## config.mk

```make
export PLATFORM = sky130hd
export DESIGN_NAME = probe_frame_gen_flat
export DESIGN_NICKNAME = d
export VERILOG_FILES = /design/src/rtl/probe_frame_gen_if.sv /design/src/rtl/probe_frame_gen.sv /design/src/flat_wrapper.sv
export SDC_FILE = /design/constraint.sdc
export NUM_CORES = 1
export LEC_CHECK = 0
export ABC_AREA = 1
export BUFFER_PORTS_ARGS = -buffer_cell sky130_fd_sc_hd__buf_2
export CORE_ASPECT_RATIO = 1.1
export CORE_UTILIZATION = 45
export DETAILED_ROUTE_END_ITERATION = 10
export PLACE_DENSITY = 0.77
export SYNTH_ARGS = -nofsm -noshare
export SYNTH_HDL_FRONTEND = slang
export SYNTH_SLANG_ARGS = --single-unit
```

## constraint.sdc

```tcl
create_clock -name clk -period 7.7 [get_ports clk]
set_clock_uncertainty 0.1 [all_clocks]
set_input_delay 0.385 -clock clk [delete_from_list [all_inputs] [get_ports clk]]
set_output_delay 0.385 -clock clk [all_outputs]
set_load 0.01 [all_outputs]
```

## src/rtl/probe_frame_gen_if.sv

```systemverilog
// Avalon-ST transmit bus between the probe frame generator and the MAC TX FIFO.
// The ready signal has latency 0: a beat transfers in any cycle with valid & ready.
interface probe_frame_gen_if;
  logic [31:0] tx_data;
  logic        tx_valid;
  logic        tx_ready;
  logic        tx_sop;
  logic        tx_eop;
  logic [1:0]  tx_empty;
  logic        tx_error;

  modport master (
    output tx_data,
    output tx_valid,
    output tx_sop,
    output tx_eop,
    output tx_empty,
    output tx_error,
    input  tx_ready
  );

  modport slave (
    input  tx_data,
    input  tx_valid,
    input  tx_sop,
    input  tx_eop,
    input  tx_empty,
    input  tx_error,
    output tx_ready
  );
endinterface

```

## src/rtl/probe_frame_gen.sv

```systemverilog
// Probe frame generator: emits numbered, timestamped Ethernet frames (no preamble/FCS)
// on a 32-bit Avalon-ST bus. A run sends ctrl_count frames (0 = until stopped) with at
// least ctrl_interval cycles between successive SOP acceptances.
module probe_frame_gen #(
  parameter logic [47:0] DST_MAC   = 48'hFFFF_FFFF_FFFF,
  parameter logic [47:0] SRC_MAC   = 48'h0200_0000_0001,
  parameter logic [15:0] ETHERTYPE = 16'h88B5,
  parameter int unsigned FRAME_LEN = 60
) (
  input  logic                      clk,
  input  logic                      reset,
  input  logic                      ctrl_start,
  input  logic                      ctrl_stop,
  input  logic [31:0]               ctrl_count,
  input  logic [31:0]               ctrl_interval,
  input  logic [63:0]               ts_now,
  probe_frame_gen_if.master         tx,
  output logic                      status_busy,
  output logic                      status_done,
  output logic [31:0]               status_sent
);

  localparam int unsigned NumWords   = (FRAME_LEN + 3) / 4;
  localparam int unsigned EmptyBytes = (4 - (FRAME_LEN % 4)) % 4;
  localparam logic [1:0]  EopEmpty   = 2'(EmptyBytes);
  localparam logic [31:0] EopMask    = 32'hFFFF_FFFF << (8 * EmptyBytes);
  localparam logic [10:0] LastIdx    = 11'(NumWords - 1);

  typedef enum logic [1:0] {StIdle, StGap, StSend} state_e;

  state_e      state_q;
  logic [10:0] widx_q;
  logic [31:0] seq_q;
  logic [31:0] sent_q;
  logic [31:0] count_q;
  logic [31:0] interval_q;
  logic [31:0] timer_q;
  logic [63:0] ts_q;
  logic        stop_q;
  logic        done_q;
  logic [31:0] data_q;
  logic        valid_q;
  logic        sop_q;
  logic        eop_q;
  logic [1:0]  empty_q;

  logic        beat_acc;
  logic        sop_acc;
  logic        last_acc;
  logic        stop_seen;
  logic        gap_over;
  logic        count_hit;
  logic [10:0] next_idx;
  logic [31:0] next_word;
  logic [31:0] first_word;
  logic [31:0] timer_d;

  // Big-endian frame word at index idx; bytes past FRAME_LEN in the last word are zeroed.
  function automatic logic [31:0] frame_word(input logic [10:0] idx,
                                             input logic [31:0] seq,
                                             input logic [63:0] ts);
    logic [31:0] w;
    case (idx)
      11'd0:   w = DST_MAC[47:16];
      11'd1:   w = {DST_MAC[15:0], SRC_MAC[47:32]};
      11'd2:   w = SRC_MAC[31:0];
      11'd3:   w = {ETHERTYPE, seq[31:16]};
      11'd4:   w = {seq[15:0], ts[63:48]};
      11'd5:   w = ts[47:16];
      11'd6:   w = {ts[15:0], 16'h0000};
      default: w = 32'h0;
    endcase
    if (idx == LastIdx) begin
      w = w & EopMask;
    end
    return w;
  endfunction

  // Handshake decode, interval timer next value and next beat contents.
  always_comb begin
    beat_acc   = valid_q & tx.tx_ready;
    sop_acc    = beat_acc & sop_q;
    last_acc   = beat_acc & (widx_q == LastIdx);
    stop_seen  = stop_q | ctrl_stop;
    // Timer reaches 0 by the next cycle, so an SOP may be presented then.
    gap_over   = (timer_q <= 32'd1);
    count_hit  = (count_q != 32'd0) && ((sent_q + 32'd1) == count_q);
    next_idx   = widx_q + 11'd1;
    next_word  = frame_word(next_idx, seq_q, ts_q);
    first_word = frame_word(11'd0, seq_q, ts_q);
    if (sop_acc) begin
      timer_d = (interval_q == 32'd0) ? 32'd0 : interval_q - 32'd1;
    end else begin
      timer_d = (timer_q == 32'd0) ? 32'd0 : timer_q - 32'd1;
    end
  end

  // Run-control FSM with registered bus and status outputs.
  always_ff @(posedge clk or posedge reset) begin
    if (reset) begin
      state_q    <= StIdle;
      widx_q     <= '0;
      seq_q      <= '0;
      sent_q     <= '0;
      count_q    <= '0;
      interval_q <= '0;
      timer_q    <= '0;
      ts_q       <= '0;
      stop_q     <= 1'b0;
      done_q     <= 1'b0;
      data_q     <= '0;
      valid_q    <= 1'b0;
      sop_q      <= 1'b0;
      eop_q      <= 1'b0;
      empty_q    <= '0;
    end else begin
      timer_q <= timer_d;
      if (sop_acc) begin
        ts_q <= ts_now;
      end
      case (state_q)
        StIdle: begin
          // A simultaneous stop cancels the start outright.
          if (ctrl_start && !ctrl_stop) begin
            count_q    <= ctrl_count;
            interval_q <= ctrl_interval;
            seq_q      <= '0;
            sent_q     <= '0;
            done_q     <= 1'b0;
            stop_q     <= 1'b0;
            if (gap_over) begin
              state_q <= StSend;
              widx_q  <= '0;
              data_q  <= first_word;
              valid_q <= 1'b1;
              sop_q   <= 1'b1;
            end else begin
              state_q <= StGap;
            end
          end
        end
        StGap: begin
          if (stop_seen) begin
            state_q <= StIdle;
            stop_q  <= 1'b0;
          end else if (gap_over) begin
            state_q <= StSend;
            widx_q  <= '0;
            data_q  <= first_word;
            valid_q <= 1'b1;
            sop_q   <= 1'b1;
          end
        end
        StSend: begin
          if (ctrl_stop) begin
            stop_q <= 1'b1;
          end
          if (last_acc) begin
            seq_q   <= seq_q + 32'd1;
            sent_q  <= sent_q + 32'd1;
            widx_q  <= '0;
            eop_q   <= 1'b0;
            empty_q <= '0;
            if (stop_seen || count_hit) begin
              state_q <= StIdle;
              stop_q  <= 1'b0;
              done_q  <= count_hit;
              data_q  <= '0;
              valid_q <= 1'b0;
              sop_q   <= 1'b0;
            end else if (gap_over) begin
              // Back-to-back: next SOP is presented right after EOP acceptance.
              data_q  <= first_word;
              sop_q   <= 1'b1;
            end else begin
              state_q <= StGap;
              data_q  <= '0;
              valid_q <= 1'b0;
              sop_q   <= 1'b0;
            end
          end else if (beat_acc) begin
            widx_q  <= next_idx;
            data_q  <= next_word;
            sop_q   <= 1'b0;
            eop_q   <= (next_idx == LastIdx);
            empty_q <= (next_idx == LastIdx) ? EopEmpty : 2'd0;
          end
        end
        default: begin
          state_q <= StIdle;
          valid_q <= 1'b0;
          sop_q   <= 1'b0;
          eop_q   <= 1'b0;
        end
      endcase
    end
  end

  assign tx.tx_data   = data_q;
  assign tx.tx_valid  = valid_q;
  assign tx.tx_sop    = sop_q;
  assign tx.tx_eop    = eop_q;
  assign tx.tx_empty  = empty_q;
  assign tx.tx_error  = 1'b0;
  assign status_busy  = (state_q != StIdle);
  assign status_done  = done_q;
  assign status_sent  = sent_q;

endmodule

```

## src/flat_wrapper.sv

```systemverilog
// flat-port wrapper written by rule: the top's interface ports become plain ports
module probe_frame_gen_flat 
#(
  parameter logic [47:0] DST_MAC   = 48'hFFFF_FFFF_FFFF,
  parameter logic [47:0] SRC_MAC   = 48'h0200_0000_0001,
  parameter logic [15:0] ETHERTYPE = 16'h88B5,
  parameter int unsigned FRAME_LEN = 60
)
  (clk, reset, ctrl_start, ctrl_stop, ctrl_count, ctrl_interval, ts_now, status_busy, status_done, status_sent, tx_tx_data, tx_tx_valid, tx_tx_sop, tx_tx_eop, tx_tx_empty, tx_tx_error, tx_tx_ready);
  probe_frame_gen_if tx_i ();
  input  logic clk;
  input  logic reset;
  input  logic ctrl_start;
  input  logic ctrl_stop;
  input  logic [31:0] ctrl_count;
  input  logic [31:0] ctrl_interval;
  input  logic [63:0] ts_now;
  output logic status_busy;
  output logic status_done;
  output logic [31:0] status_sent;
  output wire logic [$bits(tx_i.tx_data)-1:0] tx_tx_data;
  output wire logic [$bits(tx_i.tx_valid)-1:0] tx_tx_valid;
  output wire logic [$bits(tx_i.tx_sop)-1:0] tx_tx_sop;
  output wire logic [$bits(tx_i.tx_eop)-1:0] tx_tx_eop;
  output wire logic [$bits(tx_i.tx_empty)-1:0] tx_tx_empty;
  output wire logic [$bits(tx_i.tx_error)-1:0] tx_tx_error;
  input wire logic [$bits(tx_i.tx_ready)-1:0] tx_tx_ready;
  assign tx_tx_data = tx_i.tx_data;
  assign tx_tx_valid = tx_i.tx_valid;
  assign tx_tx_sop = tx_i.tx_sop;
  assign tx_tx_eop = tx_i.tx_eop;
  assign tx_tx_empty = tx_i.tx_empty;
  assign tx_tx_error = tx_i.tx_error;
  assign tx_i.tx_ready = tx_tx_ready;
  probe_frame_gen #(.DST_MAC(DST_MAC), .SRC_MAC(SRC_MAC), .ETHERTYPE(ETHERTYPE), .FRAME_LEN(FRAME_LEN)) u_core (.clk(clk), .reset(reset), .ctrl_start(ctrl_start), .ctrl_stop(ctrl_stop), .ctrl_count(ctrl_count), .ctrl_interval(ctrl_interval), .ts_now(ts_now), .tx(tx_i), .status_busy(status_busy), .status_done(status_done), .status_sent(status_sent));
endmodule
```

==> impl_results.md <==
- Status: complete, but fails checks
- Failing checks: design-rule violations
- Worst-path clk slew: 0.07 ns
- Setup Fix Bufs, Post-CTS: 0
- Detailed-route DRC error count: 20
- Count of different cell masters after synthesis: 51
- RePlAce Congestion: 0.9466
- Post-layout util: between 50 and 60%
- Leading cell type in the layout, fill and taps excluded: sky130_fd_sc_hd__nand2_1
- Final TNS setup: 0 ns
- Total CTS buffers: 30
- Io pins: approximately 210
- TritonRoute pass-1 iters: 9
- Placed cell count: around 2700
- List of cells traversed by the critical path: nor2_1 > nand2_1 > nand2_1 > inv_2 > nor2_1 > nand3_1 > nor2_1 > nand4_1 > xor2_1 > nor2_1
- GRT Util Overall: a little over a quarter
- Number of antenna violations at the first check in global routing: 1
- Synth area leaders: sky130_fd_sc_hd__dfrtp_1, sky130_fd_sc_hd__nand2_1, sky130_fd_sc_hd__nand3_1, sky130_fd_sc_hd__inv_1, sky130_fd_sc_hd__nor2_1
- Pins over their slew limit: 0
- Die Y-Extent: roughly 200 um
- Cell with the biggest individual delay on the critical path: sky130_fd_sc_hd__nand2_1
- Synth area leader: sky130_fd_sc_hd__dfrtp_1
- Clock tree from TritonCTS: done
- RSZ-0062 raised after global routing: false
- Worst R2R Start: u_core.state_q[1]
- Number of global-route vias before repair: approximately 15000
- IO Port Bufs: between 200 and 250
- Slew at the pin closest to its max-slew limit: 1.283 ns
- WL final: around 46000 um
- Residual overflow from global routing: 0
- Dpl ws: 3.839 ns
- Fraction of layout cells with a size suffix above 1: 14.08%
- Cell row count: 70
- Number of hold violations in the final report: 0
- Ys Warns: 0
- Netlist area before placement: roughly 16000 um2
- Arrival time worst endpoint: between 4 and 5 ns
- Max incr delay on CP: about 1.1 ns
- Number of vias per cell after detailed routing: between 5 and 6
- Buffers from clock root to sink, at most: 3
- Count of routing violations after the opening detailed-route iteration: roughly 1200
- Filler cell count in the final layout: between 3000 and 4000
- R2r endpoint: u_core.seq_q[28]
- Max-Cap Viols: 0
- PostCTS Resize Cnt: 0
- Core Area: approximately 34000 um2
- Final worst-path setup slack: 3.800 ns
- Number of failing setup endpoints in the final timing report: 0
- Register-to-register path setup slack: about 3.8 ns
- Wire per inst: 16.29 um
- Critical Path Sink Type: flip-flop
- Die Outline Area: between 30000 and 40000 um2
- Worst setup startpoint: u_core.state_q[1]
- Top cell type's share of synthesized area: about 44%
- End of the critical path: u_core.seq_q[28]
- Relative slew slack: between 10 and 15%
- Root Buffer Master: sky130_fd_sc_hd__clkbuf_16
- Post-detailed-route count of antenna-violating nets: 0
- Share of the yosys chip area belonging to registers: ~44%
- Synth Register Bits: between 200 and 300
- TritonCTS Sinks: roughly 270
- Cell count of the worst reg-to-reg path: 10
- Hold buffer count at CTS: about 130
- Total number of H-tree levels: 1
- Startpoint-to-endpoint class of the critical path: reg2reg
- Clock latency reported for the late side of the worst-skew pair: about 0.57 ns
- Maximum achievable frequency: between 200 and 300 MHz
- Per-instance average area after synthesis: between 7 and 8 um2
- Most used cell, CP: sky130_fd_sc_hd__nor2_1
- Critical Path Start Type: flip-flop
- Initial Utilization: roughly 46%
- Leak Pwr: roughly 9.4 nW
- Growth of design area from synthesis to finish: 24.00%
- Total number of nets in the final design: 2534
- Width of the die: 179.0 um
- First-pass GRT wire length: ~75000 um
- Biggest fanout along the worst timing path: 25
- Post-synth EDFFs: 0
- Post-route non-filler standard cell count: 2848
- Data required time of the worst path: between 8 and 9 ns
- Sum of net half-perimeters after detailed placement: roughly 31000 um
- Final Critical Period: slightly below 4 ns
- Commonest cells after routing, fill and taps aside: sky130_fd_sc_hd__nand2_1, sky130_fd_sc_hd__dfrtp_1, sky130_fd_sc_hd__inv_1
- Pwr Density: 222.6 nW/um2
- Predominant post-synthesis flop cell: sky130_fd_sc_hd__dfrtp_1
- Number of vias in the routed layout: 15400
- Pin count of the biggest net entering global routing: between 150 and 200
- Highest ir drop seen on vdd: between 0.00015 and 0.0002 V
- Post-synth ARST share: 100.0%
- Cell count after synthesis: ~2100
- Final clock period utilization by the worst path: about half
- Class of the tightest hold or removal check: in2reg
registers in the layout (all words and copies together), names as in the netlist:
name / cells
u_core.seq_q: 32
u_core.tx.tx_eop: 1
u_core.stop_q: 1
u_core.status_sent: 32
u_core.state_q: 2
u_core.ts_q: 64
u_core.tx.tx_sop: 1
u_core.timer_q: 32
u_core.tx.tx_valid: 1
u_core.tx.tx_data: 32
u_core.interval_q: 32
u_core.widx_q: 11
u_core.count_q: 32
u_core.status_done: 1
per-stage QoR:
| step | hold slack (ns) | total power (W) | instance area, um2 |
|---|---|---|---|
| after detailed placement | 0.2952 | 0.002628 | 16820 |
| after global routing | 0.08587 | 0.004503 | 19230 |
| final | 0.09493 | 0.004281 | 19230 |
| after floorplan | 0.3425 | 0.002359 | 15520 |
| after global placement | 0.2801 | 0.002599 | 16820 |
| after CTS | 0.06574 | 0.004293 | 19230 |
layout make-up:
class | count | area (um2) | share of cell area, %
multi-input cells | 1518 | 7461 | 38.79
flip-flops and latches | 274 | 6857 | 35.65
inverters | 224 | 845.8 | 4.398
well taps | 432 | 540.5 | 2.810
diodes | 1 | 2.502 | 0.01301
repair buffers | 343 | 2407 | 12.52
clock buffers | 40 | 879.6 | 4.573
clock inverters | 16 | 240.2 | 1.249
critical path, delay by kind of cell (launching register included):
| family | cells | cell delay (ns) |
|---|---|---|
| DFF | 1 | 0.42 |
| xor gates and xnor gates | 1 | 0.16 |
| buffers and inverters | 1 | 0.25 |
| and+or+nand+nor | 8 | 2.80 |
cells in the mapped netlist (17+ instances only):
cell and instances:
sky130_fd_sc_hd__nand3_1 215, sky130_fd_sc_hd__o22ai_1 27, sky130_fd_sc_hd__o21ai_0 87, sky130_fd_sc_hd__xnor2_1 21, sky130_fd_sc_hd__inv_1 218, sky130_fd_sc_hd__nor2_1 180, sky130_fd_sc_hd__a21oi_1 28, sky130_fd_sc_hd__nor2_2 18
sky130_fd_sc_hd__dfrtp_1 274, sky130_fd_sc_hd__or2_2 17, sky130_fd_sc_hd__xor2_1 49, sky130_fd_sc_hd__buf_2 21, sky130_fd_sc_hd__nand4_1 55, sky130_fd_sc_hd__nor3_1 35, sky130_fd_sc_hd__nand2_1 655, sky130_fd_sc_hd__o21ai_1 20
sky130_fd_sc_hd__clkbuf_1 51, sky130_fd_sc_hd__o32ai_1 27
worst min path at each step:
stage / start / to / slack [ns] / cells past startpoint
6_report: ctrl_stop / u_core.stop_q / 0.09 / 3
5_1_grt: ctrl_stop / u_core.stop_q / 0.09 / 3
4_1_cts: ctrl_stop / u_core.stop_q / 0.07 / 3
3_5_place_dp: reset / u_core.tx.tx_data[24] / 0.30 / 2
3_3_place_gp: reset / u_core.tx.tx_data[19] / 0.28 / 2
2_1_floorplan: u_core.ts_q[0] / u_core.ts_q[0] / 0.34 / 2
where the power goes:
part           total [W]  internal [W]  leakage [nW]  switching (W)
sequential       0.00180       0.00162          3.57       0.000177
combinational   0.000873      0.000335          5.29       0.000538
clock            0.00161      0.000999         0.544       0.000610
routing by layer:
metal,routed length [um],global-route usage [%],vias to the layer above
met5,0,0,-
met4,2430,14.41,0
met3,2775,4.090,174
met2,22560,44.96,608
met1,18630,32.01,7223
li1,-,-,7392
kinds of logic (layout without fill, tap and decap cells):
| logic type | count (synthesis) | in the layout | synth area share, % |
|---|---|---|---|
| and+or+nand+nor | 1219 | 1219 | 34.46 |
| xor gates and xnor gates | 73 | 73 | 4.388 |
| DFF | 274 | 274 | 44.20 |
| AOI/OAI and AO/OA | 213 | 213 | 8.204 |
| buffers and inverters | 308 | 623 | 7.913 |
| other | 1 | 4 | 0.02418 |
| adders and majority gates | 10 | 10 | 0.8066 |
No activity file was read; power rests on OpenSTA's default activity.
